===== config.mk =====
export PLATFORM = sky130hd
export DESIGN_NAME = tft_pclk_monitor
export DESIGN_NICKNAME = d
export VERILOG_FILES = /design/src/rtl/tft_pclk_monitor_pkg.sv /design/src/rtl/tft_pclk_edge_sync.sv /design/src/rtl/tft_pclk_monitor.sv
export SDC_FILE = /design/constraint.sdc
export NUM_CORES = 1
export LEC_CHECK = 0
export CORE_UTILIZATION = 40
export CTS_CLUSTER_SIZE = 10
export DETAILED_ROUTE_END_ITERATION = 10
export SLEW_MARGIN = 20
export SYNTH_ARGS = -nofsm -noshare
export SYNTH_HDL_FRONTEND = slang
export SYNTH_SLANG_ARGS = --single-unit

===== constraint.sdc =====
create_clock -name clk -period 5.5 [get_ports clk]
set_input_delay 0.55 -clock clk [delete_from_list [all_inputs] [get_ports clk]]
set_output_delay 0.55 -clock clk [all_outputs]
set_load 0.02 [all_outputs]

===== src/rtl/tft_pclk_monitor_pkg.sv =====
// Shared definitions for the TFT pixel-clock receive monitor.
package tft_pclk_monitor_pkg;

  localparam int PCLK_CNT_WIDTH = 16;

  typedef enum logic [1:0] {
    IDLE    = 2'd0,
    ACQUIRE = 2'd1,
    LOCKED  = 2'd2,
    LOST    = 2'd3
  } pclk_state_t;

  // Magnitude of the difference between two counter values, one bit wider so nothing wraps.
  function automatic logic [PCLK_CNT_WIDTH:0] abs_diff(
    input logic [PCLK_CNT_WIDTH-1:0] a,
    input logic [PCLK_CNT_WIDTH-1:0] b
  );
    logic [PCLK_CNT_WIDTH:0] d;
    d = {1'b0, a} - {1'b0, b};
    if (d[PCLK_CNT_WIDTH]) begin
      d = -d;
    end
    return d;
  endfunction

endpackage


===== src/rtl/tft_pclk_edge_sync.sv =====
// Brings pclk_in into the clk domain and emits registered one-cycle edge strobes.
module tft_pclk_edge_sync
  import tft_pclk_monitor_pkg::*;
(
  input  logic clk,
  input  logic rst,
  input  logic pclk_in,
  output logic rise,
  output logic fall,
  output logic pclk_edge
);

  logic s1;
  logic s2;
  logic prev;

  // Two-flop synchronizer, one-cycle-delayed copy, and registered edge decode.
  always_ff @(posedge clk) begin
    if (rst) begin
      s1        <= 1'b0;
      s2        <= 1'b0;
      prev      <= 1'b0;
      rise      <= 1'b0;
      fall      <= 1'b0;
      pclk_edge <= 1'b0;
    end else begin
      s1        <= pclk_in;
      s2        <= s1;
      prev      <= s2;
      rise      <= s2 & ~prev;
      fall      <= ~s2 & prev;
      pclk_edge <= s2 ^ prev;
    end
  end

endmodule


===== src/rtl/tft_pclk_monitor.sv =====
// Recovers the pixel-clock divide value from edge spacing and reports lock / loss.
module tft_pclk_monitor
  import tft_pclk_monitor_pkg::*;
#(
  parameter int unsigned LOCK_COUNT = 4,
  parameter int unsigned TOLERANCE  = 0,
  parameter logic [15:0] TIMEOUT    = 16'hFFF0
) (
  input  logic                      clk,
  input  logic                      rst,
  input  logic                      pclk_in,
  output logic                      rise_strobe,
  output logic                      fall_strobe,
  output logic [PCLK_CNT_WIDTH-1:0] measured_divide,
  output logic                      lock,
  output logic                      lost
);

  localparam logic [3:0]                LOCK_COUNT_W = LOCK_COUNT[3:0];
  localparam logic [PCLK_CNT_WIDTH:0]   TOLERANCE_W  = TOLERANCE[PCLK_CNT_WIDTH:0];
  localparam logic [PCLK_CNT_WIDTH-1:0] TIMEOUT_LAST = TIMEOUT - 16'd1;

  logic                      rise;
  logic                      fall;
  logic                      pclk_edge;
  pclk_state_t               state_q;
  pclk_state_t               state_d;
  logic [PCLK_CNT_WIDTH-1:0] half_cnt;
  logic [3:0]                match_q;
  logic [3:0]                match_d;
  logic [PCLK_CNT_WIDTH-1:0] ref_val;
  logic [PCLK_CNT_WIDTH-1:0] ref_d;
  logic [PCLK_CNT_WIDTH-1:0] meas_d;
  logic [PCLK_CNT_WIDTH:0]   deviation;
  logic                      timeout_hit;

  tft_pclk_edge_sync u_edge_sync (
    .clk       (clk),
    .rst       (rst),
    .pclk_in   (pclk_in),
    .rise      (rise),
    .fall      (fall),
    .pclk_edge (pclk_edge)
  );

  assign rise_strobe = rise;
  assign fall_strobe = fall;
  assign lock        = (state_q == LOCKED);
  assign lost        = (state_q == LOST);
  assign deviation   = abs_diff(half_cnt, ref_val);
  assign timeout_hit = (half_cnt == TIMEOUT_LAST);

  // Half-period counter: restarts on every edge, otherwise counts up and sticks at full scale.
  always_ff @(posedge clk) begin
    if (rst) begin
      half_cnt <= '0;
    end else if (pclk_edge) begin
      half_cnt <= '0;
    end else if (half_cnt != {PCLK_CNT_WIDTH{1'b1}}) begin
      half_cnt <= half_cnt + 16'd1;
    end
  end

  // State, match run length, reference interval and the published divide value.
  always_ff @(posedge clk) begin
    if (rst) begin
      state_q         <= IDLE;
      match_q         <= '0;
      ref_val         <= '0;
      measured_divide <= '0;
    end else begin
      state_q         <= state_d;
      match_q         <= match_d;
      ref_val         <= ref_d;
      measured_divide <= meas_d;
    end
  end

  // Next-state logic: an edge always wins over a coincident timeout.
  always_comb begin
    state_d = state_q;
    match_d = match_q;
    ref_d   = ref_val;
    meas_d  = measured_divide;
    case (state_q)
      IDLE: begin
        if (pclk_edge) begin
          state_d = ACQUIRE;
          match_d = 4'd0;
        end
      end
      ACQUIRE: begin
        if (pclk_edge) begin
          if ((match_q == 4'd0) || (half_cnt != ref_val)) begin
            ref_d   = half_cnt;
            match_d = 4'd1;
          end else begin
            match_d = match_q + 4'd1;
          end
          if (match_d == LOCK_COUNT_W) begin
            state_d = LOCKED;
            meas_d  = ref_d;
          end
        end else if (timeout_hit) begin
          state_d = LOST;
        end
      end
      LOCKED: begin
        if (pclk_edge) begin
          if (deviation > TOLERANCE_W) begin
            state_d = ACQUIRE;
            ref_d   = half_cnt;
            match_d = 4'd1;
          end
        end else if (timeout_hit) begin
          state_d = LOST;
        end
      end
      LOST: begin
        if (pclk_edge) begin
          state_d = ACQUIRE;
          match_d = 4'd0;
        end
      end
      default: begin
        state_d = IDLE;
      end
    endcase
  end

endmodule


# Yosys cells after proc, flatten, opt, wreduce, memory -nomap -nowiden
# Cells that the tools add are included.
# word_totals
rom_bits,0
output_inout_bits,20
reg_bits,60
n_memories,0
latchBits,0
ramBits,0
# classes
reduce_logical,10
n_lt_le_gt_ge,1
div_mod_pow,0
n_addsub,4
eq_ne,13
multipliers,0
bitwise,5
n_mux,21
n_shift,0
# op_table
op,n
$mux 16,4
$pmux 16 s2,1
$mux 4,7
$gt 17x1->1 const B,1
$mux 17,1
$neg 17->17,1
$sub 16x16->17,1
$add 16x1->16 const B,1
$eq 16x16->1 const B,1
$ne 16x16->1,1
$ne 16x16->1 const B,1
$mux 2,6
$pmux 4 s3,1
$ne 2x1->1 const B,4
$reduce_and 4->1,2
$ne 3x3->1 const B,2
$pmux 2 s3,1
$reduce_and 3->1,2
$add 4x1->4 const B,1
$eq 2x2->1 const B,2
$eq 4x3->1 const B,1
$logic_not 4->1,1
$reduce_or 2->1,2
$and 1x1->1,2
other kinds (6),7

# Logic depth before layout (Yosys ltp)
# depth
ltp_word,9
mapped_depth,17

# By module
# From an unflattened synthesis, not the netlist that was laid out.
# hier_totals
cells_unflattened,562
area_unflattened_um2,4366.7
# modules_own_cells
module,cells_per_inst,n_inst,area_per_inst_um2
tft_pclk_monitor,546,1,4179.0
tft_pclk_edge_sync,16,1,187.7

# Worst setup path after synthesis
# Ideal clock, no wire load.
# synth_path
kind,reg-to-reg
from,reg half_cnt[0]
to,reg state_q[0]
required_time_ps,5385
n_path_buf,1
stages_incl_launch_ff,16
setup_time_ps,115
synth_period_minus_slack_ps,3891
arrival_ps,3776
path_slack_ps,1609
cell_sequence,dfxtp_1 > inv_1 > ha_1 > fa_1 > nand2b_1 > a21boi_1 > a21oi_1 > mux2i_1 > nor2b_1 > and3_4 > mux2i_1 > or4_1 > or3_1 > buf_6 > a311o_1 > and3_1
# synth_between
elab_chain_len,8
# synth_rtl
item,line,rtl
start: declaration,tft_pclk_monitor.sv:28,logic [PCLK_CNT_WIDTH-1:0] half_cnt;
start signal: assignment,tft_pclk_monitor.sv:60,half_cnt <= half_cnt + 16'd1;
branches (longest 8 deep; another with $sub 16x16->17),--,
end signal: assignment,tft_pclk_monitor.sv:72,state_q <= state_d;
end: declaration,tft_pclk_monitor.sv:26,pclk_state_t state_q;
# Several ways; the timed one is not identified. The select of a mux whose other input is x is not followed.
# A chain may end at the register's enable or synchronous reset.

# Worst setup path after layout
# Ends and elaborated chain as after synthesis.

==> impl_metrics.ini <==
[route]
wl_mm = 10.1
drt_iter0_markers = 191
firstDrtPassIters = 4
vias = 3859
ant_nets = 0
vias_per_cell = 5.56
drc = 0
wl_per_cell_um = 14.6

[cts]
root_buffer = clkbuf_8
cts_hold_buf = 0
cts_made_buffers = 9
cts_tree = yes
clock_latency_ns = 0.35
postCtsSetupRepairBufs = 0
h-tree-depth = 3
cts_sinks = 60
cts.path.max_buffers = 2
cts_resized = 0
clk_pin_slew_ns = 0.07

[timing]
grt_setup_unrepaired = no
maxClockFrequency_ghz = 0.226
tightest_slew_ns = 0.630
tns_ns = 0
period_share_pct = 80.4
slew_headroom_pct = 58.0
hold_viol = 0
setup_viol = 0
drv_slew = 0
clock_skew_ns = 0.0157
finalCriticalPeriod_ns = 4.42

[synth]
syn_avg_cell_area_um2 = 7.61
synth_fa_ha_area_share_pct = 7.66
yosys.area.top_type = dfxtp_1
yosysWarnings = 0
synth_cell_type_count = 69
synth_seq_cells = 60
synth_top_area_share_pct = 28.7
synth_common_cells = nor2_1, dfxtp_1, a21oi_1
syn_inst = 549
synth_area_leaders = dfxtp_1, nor2_1, ha_1, mux2i_1, a21oi_1
synth_compound_area_share_pct = 21.0
yosys.area_share.xor_xnor_pct = 3.98
synth_top_family_by_area = simple AND/OR/NAND/NOR gates
synth_seq_area_share_pct = 28.7
synth_edf_count = 0
syn_area_um2 = 4180
yosysMostFrequentCell = nor2_1
synth-simple-area-share_pct = 26.8
ys.flop_type = dfxtp_1
syn_nets = 577
synthArstFlopShare_pct = 0
synth_mux_area_share_pct = 5.54

[die]
die_h_um = 104
rows = 36
ios = 23
die-area_um2 = 10900
core-area_um2 = 9950
die_w_um = 104
start_util_pct = 42.0

[critical_path]
crit_fanout = 9
cp.required_ns = 5.74
worst-endpoint-arrival_ns = 4.67
cp-start-kind = flip-flop
regToRegStartpoint = half_cnt[0]$_SDFFE_PP0P_
critPathCaptureType = flip-flop
startpoint = half_cnt[0]$_SDFFE_PP0P_
path_class = flip-flop to flip-flop

[status]
status = finished, final reports clean

[min_path]
hp-class = flip-flop to flip-flop
hp-start = u_edge_sync.s1$_SDFF_PP0_

[grt]
grt_usage_pct = 19.6
grt_max_degree = 49
gr-total-overflow = 0
grt_pass1_wl_mm = 17.5
antenna_found_initial = 0
grt_pass1_vias = 3740

[job]
max-cap-violations = 0

[pwr]
clockPowerShare_pct = 40.7
power_frac_comb_pct = 15.6
swShare_pct = 28.8
netSwitchingPower_uw = 293
power_frac_seq_pct = 43.6
intPower_uw = 724
max-vdd-ir-drop_v = 0.000142
pwr_density_cell_nw_per_um2 = 218
cellLeakagePower_uw = 0.00167

[placed_design]
gp_congestion = 0.858
place_hpwl_mm = 7.54
portBuffers = 22
place_inst = 678

[layout]
nNetsFinal = 584
ff_latch_area_um2 = 1200
fin_cells = 694
antenna_cells = 0
nFillCells = 1003
layout-drive-gt1-share_pct = 5.88
syn_to_final_growth_pct = 11.5
multi_input_comb_area_um2 = 2720
==> cells in the final DEF, fill, tap and decap left out, types with 10 or more instances in the layout <==
cell type        instances
nand3_1                 17
o21ai_0                 22
inv_1                   35
and3_1                  10
nor2_1                  88
mux2i_1                 22
a21oi_1                 43
nor3_1                  12
clkdlybuf4s50_1         22
ha_1                    24
a211oi_1                17
dfxtp_1                 60
nand2_1                 37
xor2_1                  11
clkbuf_8                10
==> routing by layer <==
metal / global-route usage [%] / up-vias / wire length, um
li1: - / 1963 / -
met1: 24.2 / 1818 / 4780
met2: 33.2 / 55 / 4830
met3: 3.88 / 23 / 242
met4: 8.37 / 0 / 269
met5: 0 / - / 0
==> path summary, 6_finish.rpt <==
| path | endpoint | slack [ns] | cells past startpoint |
|---|---|---|---|
| max | state_q[0]$_SDFFE_PP0P_ | 1.08 | 14 |
| min | u_edge_sync.s2$_SDFF_PP0_ | 0.45 | 1 |
| max reg2reg | state_q[0]$_SDFFE_PP0P_ | 1.08 | 14 |
| min reg2reg | u_edge_sync.s2$_SDFF_PP0_ | 0.45 | 1 |
==> metrics by stage <==
step / setup WS (ns) / total power, uW / hold WS, ns / utilization (%) / instance area, um^2
finish: 1.08 / 1020 / 0.453 / 46.8 / 4660
global route: 0.816 / 1060 / 0.483 / 46.8 / 4660
CTS: 1.15 / 1020 / 0.457 / 46.8 / 4660
detailed placement: 1.19 / 611 / 0.433 / 44.8 / 4460
global placement: 1.33 / 609 / 0.448 / 44.8 / 4460
floorplan: 1.61 / 578 / 0.414 / - / 4180
==> registers in the layout (all words and copies together), names as in the netlist <==
name and flops:
state_q 2, match_q 4, measured_divide 16, half_cnt 16, u_edge_sync.s2 1, u_edge_sync.rise 1, u_edge_sync.s1 1, u_edge_sync.fall 1
ref_val 16, u_edge_sync.prev 1, u_edge_sync.pclk_edge 1
==> area by class of cell <==
class | count | area share (%)
Clock inverter | 6 | 1.37
Sequential cell | 60 | 25.8
Multi-Input combinational cell | 425 | 58.3
Tap cell | 133 | 3.57
Clock buffer | 10 | 2.95
Timing Repair Buffer | 25 | 5.21
Inverter | 35 | 2.82
==> critical path, cell delays in order, from the launching register on <==
cell and delay [ns]:
dfxtp_1 0.41, inv_1 0.09, ha_1 0.25, fa_1 0.43, nand2b_1 0.18, a21boi_1 0.24, a21oi_1 0.16, mux2i_1 0.42
nor2b_1 0.30, and3_4 0.24, mux2i_1 0.07, or4_1 0.53, or3_1 0.47, a311o_1 0.35, and3_1 0.16
==> power by group through the flow <==
stage | sequential (uW) | clock [uW] | combinational [uW]
floorplan | 452 | 0 | 126
global placement | 453 | 0 | 156
detailed placement | 454 | 0 | 157
CTS | 443 | 422 | 158
global route | 444 | 442 | 178
finish | 443 | 414 | 159
==> kinds of logic (layout without fill, tap and decap cells) <==
kind of cell | count (synthesis) | in the layout
buffers and inverters | 64 | 76
flip-flops | 60 | 60
AND/OR/NAND/NOR | 225 | 225
XOR/XNOR | 19 | 19
multiplexers | 23 | 23
AO/OA/AOI/OAI | 133 | 133
adder cells (fa/ha/maj) | 25 | 25
Note: power is estimated with default switching activity, not from simulation.
